File: config.mk
export PLATFORM = sky130hd
export DESIGN_NAME = regfile_dump_reader
export DESIGN_NICKNAME = d
export VERILOG_FILES = /design/src/rtl/regfile_dump_reader.sv
export SDC_FILE = /design/constraint.sdc
export NUM_CORES = 1
export LEC_CHECK = 0
export CAP_MARGIN = 20
export CORE_ASPECT_RATIO = 0.75
export CORE_MARGIN = 4
export CORE_UTILIZATION = 42
export DETAILED_ROUTE_END_ITERATION = 7
export PLACE_DENSITY = 0.76
export SLEW_MARGIN = 20
export SYNTH_ARGS = -nofsm -noshare
export SYNTH_HDL_FRONTEND = slang
export SYNTH_SLANG_ARGS = --single-unit
File: constraint.sdc
create_clock -name Clk -period 2.5 [get_ports Clk]
set_clock_uncertainty 0.1 [all_clocks]
set_input_delay 0.375 -clock Clk [delete_from_list [all_inputs] [get_ports Clk]]
set_output_delay 0.375 -clock Clk [all_outputs]
set_load 0.05 [all_outputs]
File: src/rtl/regfile_dump_reader.sv
// regfile_dump_reader: walks a contiguous (optionally wrapping) range of
// register-file addresses through one read port and streams each word out
// on a valid/ready interface with its index and a last-word flag.
//
// Ports:
//   Clk, Clr           clock, synchronous active-high reset
//   Start              one-cycle dump request, honoured only when idle
//   FirstAddr/LastAddr inclusive address range, wraps 31 -> 0
//   RS / dataRS        register-file read address / combinational read data
//   DumpData/DumpIdx   streamed word and its register index
//   DumpValid/DumpReady/DumpLast  output handshake and final-word flag
//   Busy               high while fetching or sending
//   Done               one-cycle pulse after the final word is accepted
module regfile_dump_reader #(
    parameter int unsigned NUM_REGS = 32,
    parameter int unsigned DATA_W   = 32
) (
    input  logic                        Clk,
    input  logic                        Clr,
    input  logic                        Start,
    input  logic [$clog2(NUM_REGS)-1:0] FirstAddr,
    input  logic [$clog2(NUM_REGS)-1:0] LastAddr,
    output logic [$clog2(NUM_REGS)-1:0] RS,
    input  logic [DATA_W-1:0]           dataRS,
    output logic [DATA_W-1:0]           DumpData,
    output logic [$clog2(NUM_REGS)-1:0] DumpIdx,
    output logic                        DumpValid,
    input  logic                        DumpReady,
    output logic                        DumpLast,
    output logic                        Busy,
    output logic                        Done
);

    localparam int unsigned ADDR_W = $clog2(NUM_REGS);
    // Remaining count spans 1..NUM_REGS, so it needs one extra bit.
    localparam int unsigned CNT_W  = ADDR_W + 1;

    typedef enum logic [1:0] {
        S_IDLE,
        S_FETCH,
        S_SEND,
        S_DONE
    } state_t;

    state_t              state_q, state_d;
    logic [ADDR_W-1:0]   addr_q,  addr_d;
    logic [CNT_W-1:0]    rem_q,   rem_d;
    logic [DATA_W-1:0]   data_q,  data_d;
    logic [ADDR_W-1:0]   idx_q,   idx_d;
    logic                valid_q, valid_d;
    logic                last_q,  last_d;
    logic                busy_q,  busy_d;
    logic                done_q,  done_d;

    // Next-state and output computation.
    always_comb begin
        state_d = state_q;
        addr_d  = addr_q;
        rem_d   = rem_q;
        data_d  = data_q;
        idx_d   = idx_q;
        valid_d = valid_q;
        last_d  = last_q;

        case (state_q)
            S_IDLE: begin
                if (Start) begin
                    addr_d  = FirstAddr;
                    rem_d   = CNT_W'(ADDR_W'(LastAddr - FirstAddr)) + CNT_W'(1);
                    state_d = S_FETCH;
                end
            end
            S_FETCH: begin
                data_d  = dataRS;
                idx_d   = addr_q;
                valid_d = 1'b1;
                last_d  = (rem_q == CNT_W'(1));
                addr_d  = ADDR_W'(addr_q + ADDR_W'(1));
                rem_d   = CNT_W'(rem_q - CNT_W'(1));
                state_d = S_SEND;
            end
            S_SEND: begin
                // addr_q already points at the next word, so an accept can
                // capture it on the same edge for one word per cycle.
                if (valid_q && DumpReady) begin
                    if (last_q) begin
                        valid_d = 1'b0;
                        last_d  = 1'b0;
                        state_d = S_DONE;
                    end else begin
                        data_d  = dataRS;
                        idx_d   = addr_q;
                        last_d  = (rem_q == CNT_W'(1));
                        addr_d  = ADDR_W'(addr_q + ADDR_W'(1));
                        rem_d   = CNT_W'(rem_q - CNT_W'(1));
                    end
                end
            end
            S_DONE: begin
                state_d = S_IDLE;
            end
            default: begin
                state_d = S_IDLE;
            end
        endcase

        busy_d = (state_d == S_FETCH) || (state_d == S_SEND);
        done_d = (state_d == S_DONE);
    end

    // State and output registers; reset wins over everything else.
    always_ff @(posedge Clk) begin
        if (Clr) begin
            state_q <= S_IDLE;
            addr_q  <= '0;
            rem_q   <= '0;
            data_q  <= '0;
            idx_q   <= '0;
            valid_q <= 1'b0;
            last_q  <= 1'b0;
            busy_q  <= 1'b0;
            done_q  <= 1'b0;
        end else begin
            state_q <= state_d;
            addr_q  <= addr_d;
            rem_q   <= rem_d;
            data_q  <= data_d;
            idx_q   <= idx_d;
            valid_q <= valid_d;
            last_q  <= last_d;
            busy_q  <= busy_d;
            done_q  <= done_d;
        end
    end

    assign RS        = addr_q;
    assign DumpData  = data_q;
    assign DumpIdx   = idx_q;
    assign DumpValid = valid_q;
    assign DumpLast  = last_q;
    assign Busy      = busy_q;
    assign Done      = done_q;

endmodule
== Word level (Yosys, flattened, before mapping) ==
Cells that the tools add are included.
Operators by class
  add/subtract/negate cells: 4
  $mul: 0
  div/mod/pow operators: 0
  $lt $le $gt $ge: 0
  equality and inequality tests: 11
  shifts and indexed selects: 0
  multiplexer cells: 24
  bitwise logic cells: 0
  reduce and logical (&&, ||, !) cells: 9
Operators with widths (number)
  2-to-1 mux 32 bit: 2
  case mux 32 bit (2 select lines): 1
  2-to-1 mux 5 bit: 5
  2-to-1 mux 6 bit: 3
  case mux 6 bit (3 select lines): 1
  case mux 5 bit (3 select lines): 1
  case mux 5 bit (2 select lines): 1
  == test 2 bit, second input constant: 4
  inequality test 2 bit, second input constant: 4
  case mux 2 bit (4 select lines): 1
  adder 5 x 1 -> 6 bit, second input constant: 1
  == test 6 x 1 -> 1 bit, second input constant: 1
  2-to-1 mux 2 bit: 3
  AND reduction 3 bit: 2
  subtractor 6 x 1 -> 6 bit, second input constant: 1
  adder 5 x 1 -> 5 bit, second input constant: 1
  subtractor 5 bit: 1
  == test 2 x 1 -> 1 bit, second input constant: 2
  2-to-1 mux 1 bit: 4
  case mux 1 bit (2 select lines): 2
  AND reduction 4 bit: 1
  nonzero test 3 bit: 1
  logical NOT 2 bit: 1
  AND reduction 2 bit: 1
  3 further kinds: 3
Storage, ports and cells
  flip-flop bits (word level): 54
  bits in latches: 0
  RAM bits: 0
  memory bits (read-only): 0
  input bits: 46
  output and inout bits: 46
  word-level logic and storage cells: 57
  memories kept: 0

== Logic depth before layout (Yosys ltp) ==
  depth in word-level cells: 5
  depth in mapped cells: 9
  mapped depth without buffers: 9

== Worst setup path after synthesis ==
No wires, ideal clock.
  path kind: input-to-reg
  start point: in LastAddr[0]
  end point: reg rem_q[5]
  library setup time: 0.091 ns
  arrival time: 1.796 ns
  required time: 2.309 ns
  setup slack: 0.513 ns
  stages: 9
  path buffers: 0
  cell sequence: inv_1 ha_1 inv_1 fa_1 a21o_1 a21oi_1 xnor2_1 nand3_1 a311oi_1
On the way
  cells in the longest elaborated chain, start to end: 4
Ends and longest elaborated chain
  from (decl): line 22  | input logic [$clog2(NUM_REGS)-1:0] LastAddr,
  subtractor 5 bit: line 69  | rem_d = CNT_W'(ADDR_W'(LastAddr - FirstAddr)) + CNT_W'(1);
  adder 5 x 1 -> 6 bit: line 69
  2-to-1 mux 6 bit: line 67  | if (Start) begin
  case mux 6 bit (3 select lines): line 65  | case (state_q)
  to (signal assigned): line 126  | rem_q <= rem_d;
  to (decl): line 47  | logic [CNT_W-1:0] rem_q, rem_d;
Every way passes these cells. The select of a mux whose other input is x is not followed.
A chain may end at the register's enable or synchronous reset.

== Worst setup path in the final report ==
  start point: in FirstAddr[0]
  end point: reg rem_q[5]
On the way
  cells in the longest elaborated chain, start to end: 4
Ends and longest elaborated chain
  from (decl): line 21  | input logic [$clog2(NUM_REGS)-1:0] FirstAddr,
  subtractor 5 bit: line 69
  adder 5 x 1 -> 6 bit: line 69
  2-to-1 mux 6 bit: line 67
  case mux 6 bit (3 select lines): line 65
Every way passes these cells. The select of a mux whose other input is x is not followed.

==> impl_metrics.env <==
export IMPL_cts_setup_buffers=0
export IMPL_floorplan_die_area_um2=7270
export IMPL_final_stage_net_count=452
export IMPL_timing_max_transition_violations_final=0
export IMPL_ctsResizeCount=0
export IMPL_drtPass1Iterations=4
export IMPL_tcrit_tclk_final_pct=92.8
export IMPL_post_route_util_pct=61.8
export IMPL_peakVddDrop_mv=0.670
export IMPL_grt_overflow_total=0
export IMPL_placeableCoreArea_um2=5800
export IMPL_mappedNetlistArea_um2=2500
export IMPL_pwr_cell_area_nw_per_um2=1230
export IMPL_starting_density_of_the_core_pct=43.2
export IMPL_fill_cells=503
export IMPL_ys_flop_type="dfxtp_1"
export IMPL_area_growth_synth_to_final_pct=43.0
export IMPL_timing_final_setup_violations=0
export IMPL_synthesis_area_per_instance_um2=8.24
export IMPL_syn_num_nets=364
export IMPL_total_power_mw=4.39
export IMPL_min_delay_path_class="reg2reg"
export IMPL_status="finished, final reports clean"
export IMPL_final_layout_size_suffix_gt1_share_pct=6.11
export IMPL_clock_root_buffer="clkbuf_8"
export IMPL_portBuffers=91
export IMPL_most_common_layout_cells="90 x clkdlybuf4s50_1, 84 x nand2_1, 54 x dfxtp_1, 46 x a21oi_1"
export IMPL_groute_usage_overall_pct=16.8
export IMPL_worst_pin_slew_ps=526
export IMPL_post_route_min_period_ps=2320
export IMPL_cts_inserted_buffers=5
export IMPL_critPathRequiredTime_ps=2610
export IMPL_sequential_cell_area_um2=1080
export IMPL_postSynthRegisterBits=54
export IMPL_leakagePower_nw=1.32
export IMPL_largest_net_degree_at_the_start_of_global_routing=38
export IMPL_worst_setup_path_start_kind="input port"
export IMPL_rows=24
export IMPL_num_antenna_cells=0
export IMPL_finalHoldViolations=0
export IMPL_grt_antenna_before_repair=0
export IMPL_hold_bufs_inserted_after_cts=0
export IMPL_clkLatencyLatePin_ps=300
export IMPL_count_of_placed_standard_cells_including_taps=463
export IMPL_tritoncts_clock_tree="yes"
export IMPL_first_global_vias=2188
export IMPL_cts_num_sinks=54
export IMPL_route_final_wire_length_um=6200
export IMPL_worstRegToRegCells=8
export IMPL_postRouteAntennaNets=0
export IMPL_cts_reportedPaths_clkPinSlew_ps=90
export IMPL_hpwl_um=4640
export IMPL_cts_htree_levels=2
export IMPL_holdPathStages=2
export IMPL_most_common_cell_after_layout_fill_and_taps_aside="clkdlybuf4s50_1"
export IMPL_netlist_instances=304
export IMPL_synth_warning_count=0
export IMPL_dr_first_iter_drc_count=84
export IMPL_wire_length_of_the_first_global_routing_pass_um=10100
export IMPL_maxSlewHeadroom_pct=64.8
export IMPL_cts_buffer_depth=2
export IMPL_dieHeight_um=74.9
export IMPL_crit_fanout=2
export IMPL_timing_setup_tns_ps=0
export IMPL_async_flop_share_pct=0
export IMPL_detail_route_drc_violations=0
export IMPL_multi_input_comb_area_um2=1280
export IMPL_max_cap_violations=0
export IMPL_cp_end_kind="register"
export IMPL_detail_route_wl_per_cell_um=13.2
export IMPL_gp_routability_congestion=0.864
export IMPL_post_drt_via_cell_ratio=4.93
export IMPL_detailroute_via_count=2323
export IMPL_ys_types=43
export IMPL_grt_setup_unrepaired="no"
export IMPL_worst_setup_path_type="in2reg"
export IMPL_layoutNonFillerInstCount=471
export IMPL_horiz_die_dim_um=97.2
export IMPL_synth_edf_count=0
export IMPL_io_pins=92
export IMPL_synth_seq_area_share_pct=43.2
export IMPL_critPathArrivalTime_ps=2430
export IMPL_maxClockFrequency_ghz=0.431
-- power breakdown --
group	switching [mW]	internal, mW	total (mW)
logic	1.60	0.923	2.52
registers	0.196	1.11	1.30
clock network	0.271	0.299	0.570
total	2.06	2.33	4.39
-- flip-flops by register name, indices dropped and copies added (netlist names) --
| name | flops |
|---|---|
| DumpData | 32 |
| DumpLast | 1 |
| state_q | 2 |
| RS | 5 |
| DumpValid | 1 |
| rem_q | 6 |
| Done | 1 |
| DumpIdx | 5 |
| Busy | 1 |
-- metal layers --
layer  up-vias  track usage [%]  wire length [um]
met2        63             27.9              2840
met1      1047             20.7              2830
met4         0             4.52                49
met5         -                0                 0
li1       1206                -                 -
met3         7             6.57               483
-- cell usage after synthesis, types with 2 or more instances --
library cell | count | area [um2]
nand2_1 | 84 | 315
a211oi_1 | 2 | 15.0
nand4b_1 | 2 | 17.5
buf_6 | 2 | 22.5
nand2b_1 | 2 | 12.5
o22ai_1 | 3 | 18.8
clkbuf_1 | 9 | 33.8
inv_1 | 12 | 45.0
nor3_1 | 2 | 10.0
a22oi_2 | 2 | 25.0
a21o_1 | 2 | 15.0
buf_4 | 2 | 15.0
dfxtp_1 | 54 | 1080
a22oi_1 | 2 | 15.0
nor2_1 | 13 | 48.8
nand3_1 | 5 | 25.0
o21ai_0 | 6 | 30.0
a21oi_1 | 46 | 230
nor2b_1 | 6 | 37.5
xnor2_1 | 5 | 43.8
buf_2 | 5 | 25.0
a311oi_1 | 3 | 26.3
ha_1 | 13 | 163
nand3b_1 | 2 | 15.0
nand4_1 | 2 | 12.5
-- worst max-delay path: stages --
cell	delay [ps]
clkdlybuf4s50_1	490
ha_1	170
inv_1	50
fa_1	400
a21o_1	190
a21oi_1	200
xnor2_1	180
nand3_1	120
a311oi_1	260
-- logic make-up after synthesis --
| logic type | Yosys count | synth area share [%] |
|---|---|---|
| flip-flops | 54 | 43.2 |
| AND/OR/NAND/NOR | 121 | 20.6 |
| AO/OA/AOI/OAI | 78 | 20.7 |
| XOR/XNOR | 6 | 2.10 |
| adder cells (fa/ha/maj) | 14 | 7.30 |
| multiplexers | 1 | 0.400 |
| buffers and inverters | 30 | 5.65 |
-- stage by stage --
| step | setup slack, ps | hold slack (ps) | area, um2 |
|---|---|---|---|
| after floorplan | 513 | 388 | 2500 |
| after global placement | -34.5 | 337 | 3470 |
| after detailed placement | -158 | 343 | 3470 |
| after CTS | 183 | 357 | 3580 |
| after global routing | 58.8 | 371 | 3580 |
| final | 180 | 352 | 3580 |
-- final timing paths --
kind,from,to,slack (ps)
hold / removal,DumpData[9],DumpData[9],350
hold reg to reg,DumpData[9],DumpData[9],350
setup reg to reg,state_q[0],rem_q[4],390
setup / recovery,FirstAddr[0],rem_q[5],180
-- cell type report --
| type | count | area share [%] |
|---|---|---|
| timing repair buffer | 99 | 27.0 |
| clock inverter | 2 | 1.05 |
| multi-input combinational | 220 | 35.8 |
| tap | 78 | 2.73 |
| sequential | 54 | 30.2 |
| clock buffer | 6 | 2.03 |
| inverter | 12 | 1.26 |
No activity file was read; power rests on OpenSTA's default activity.
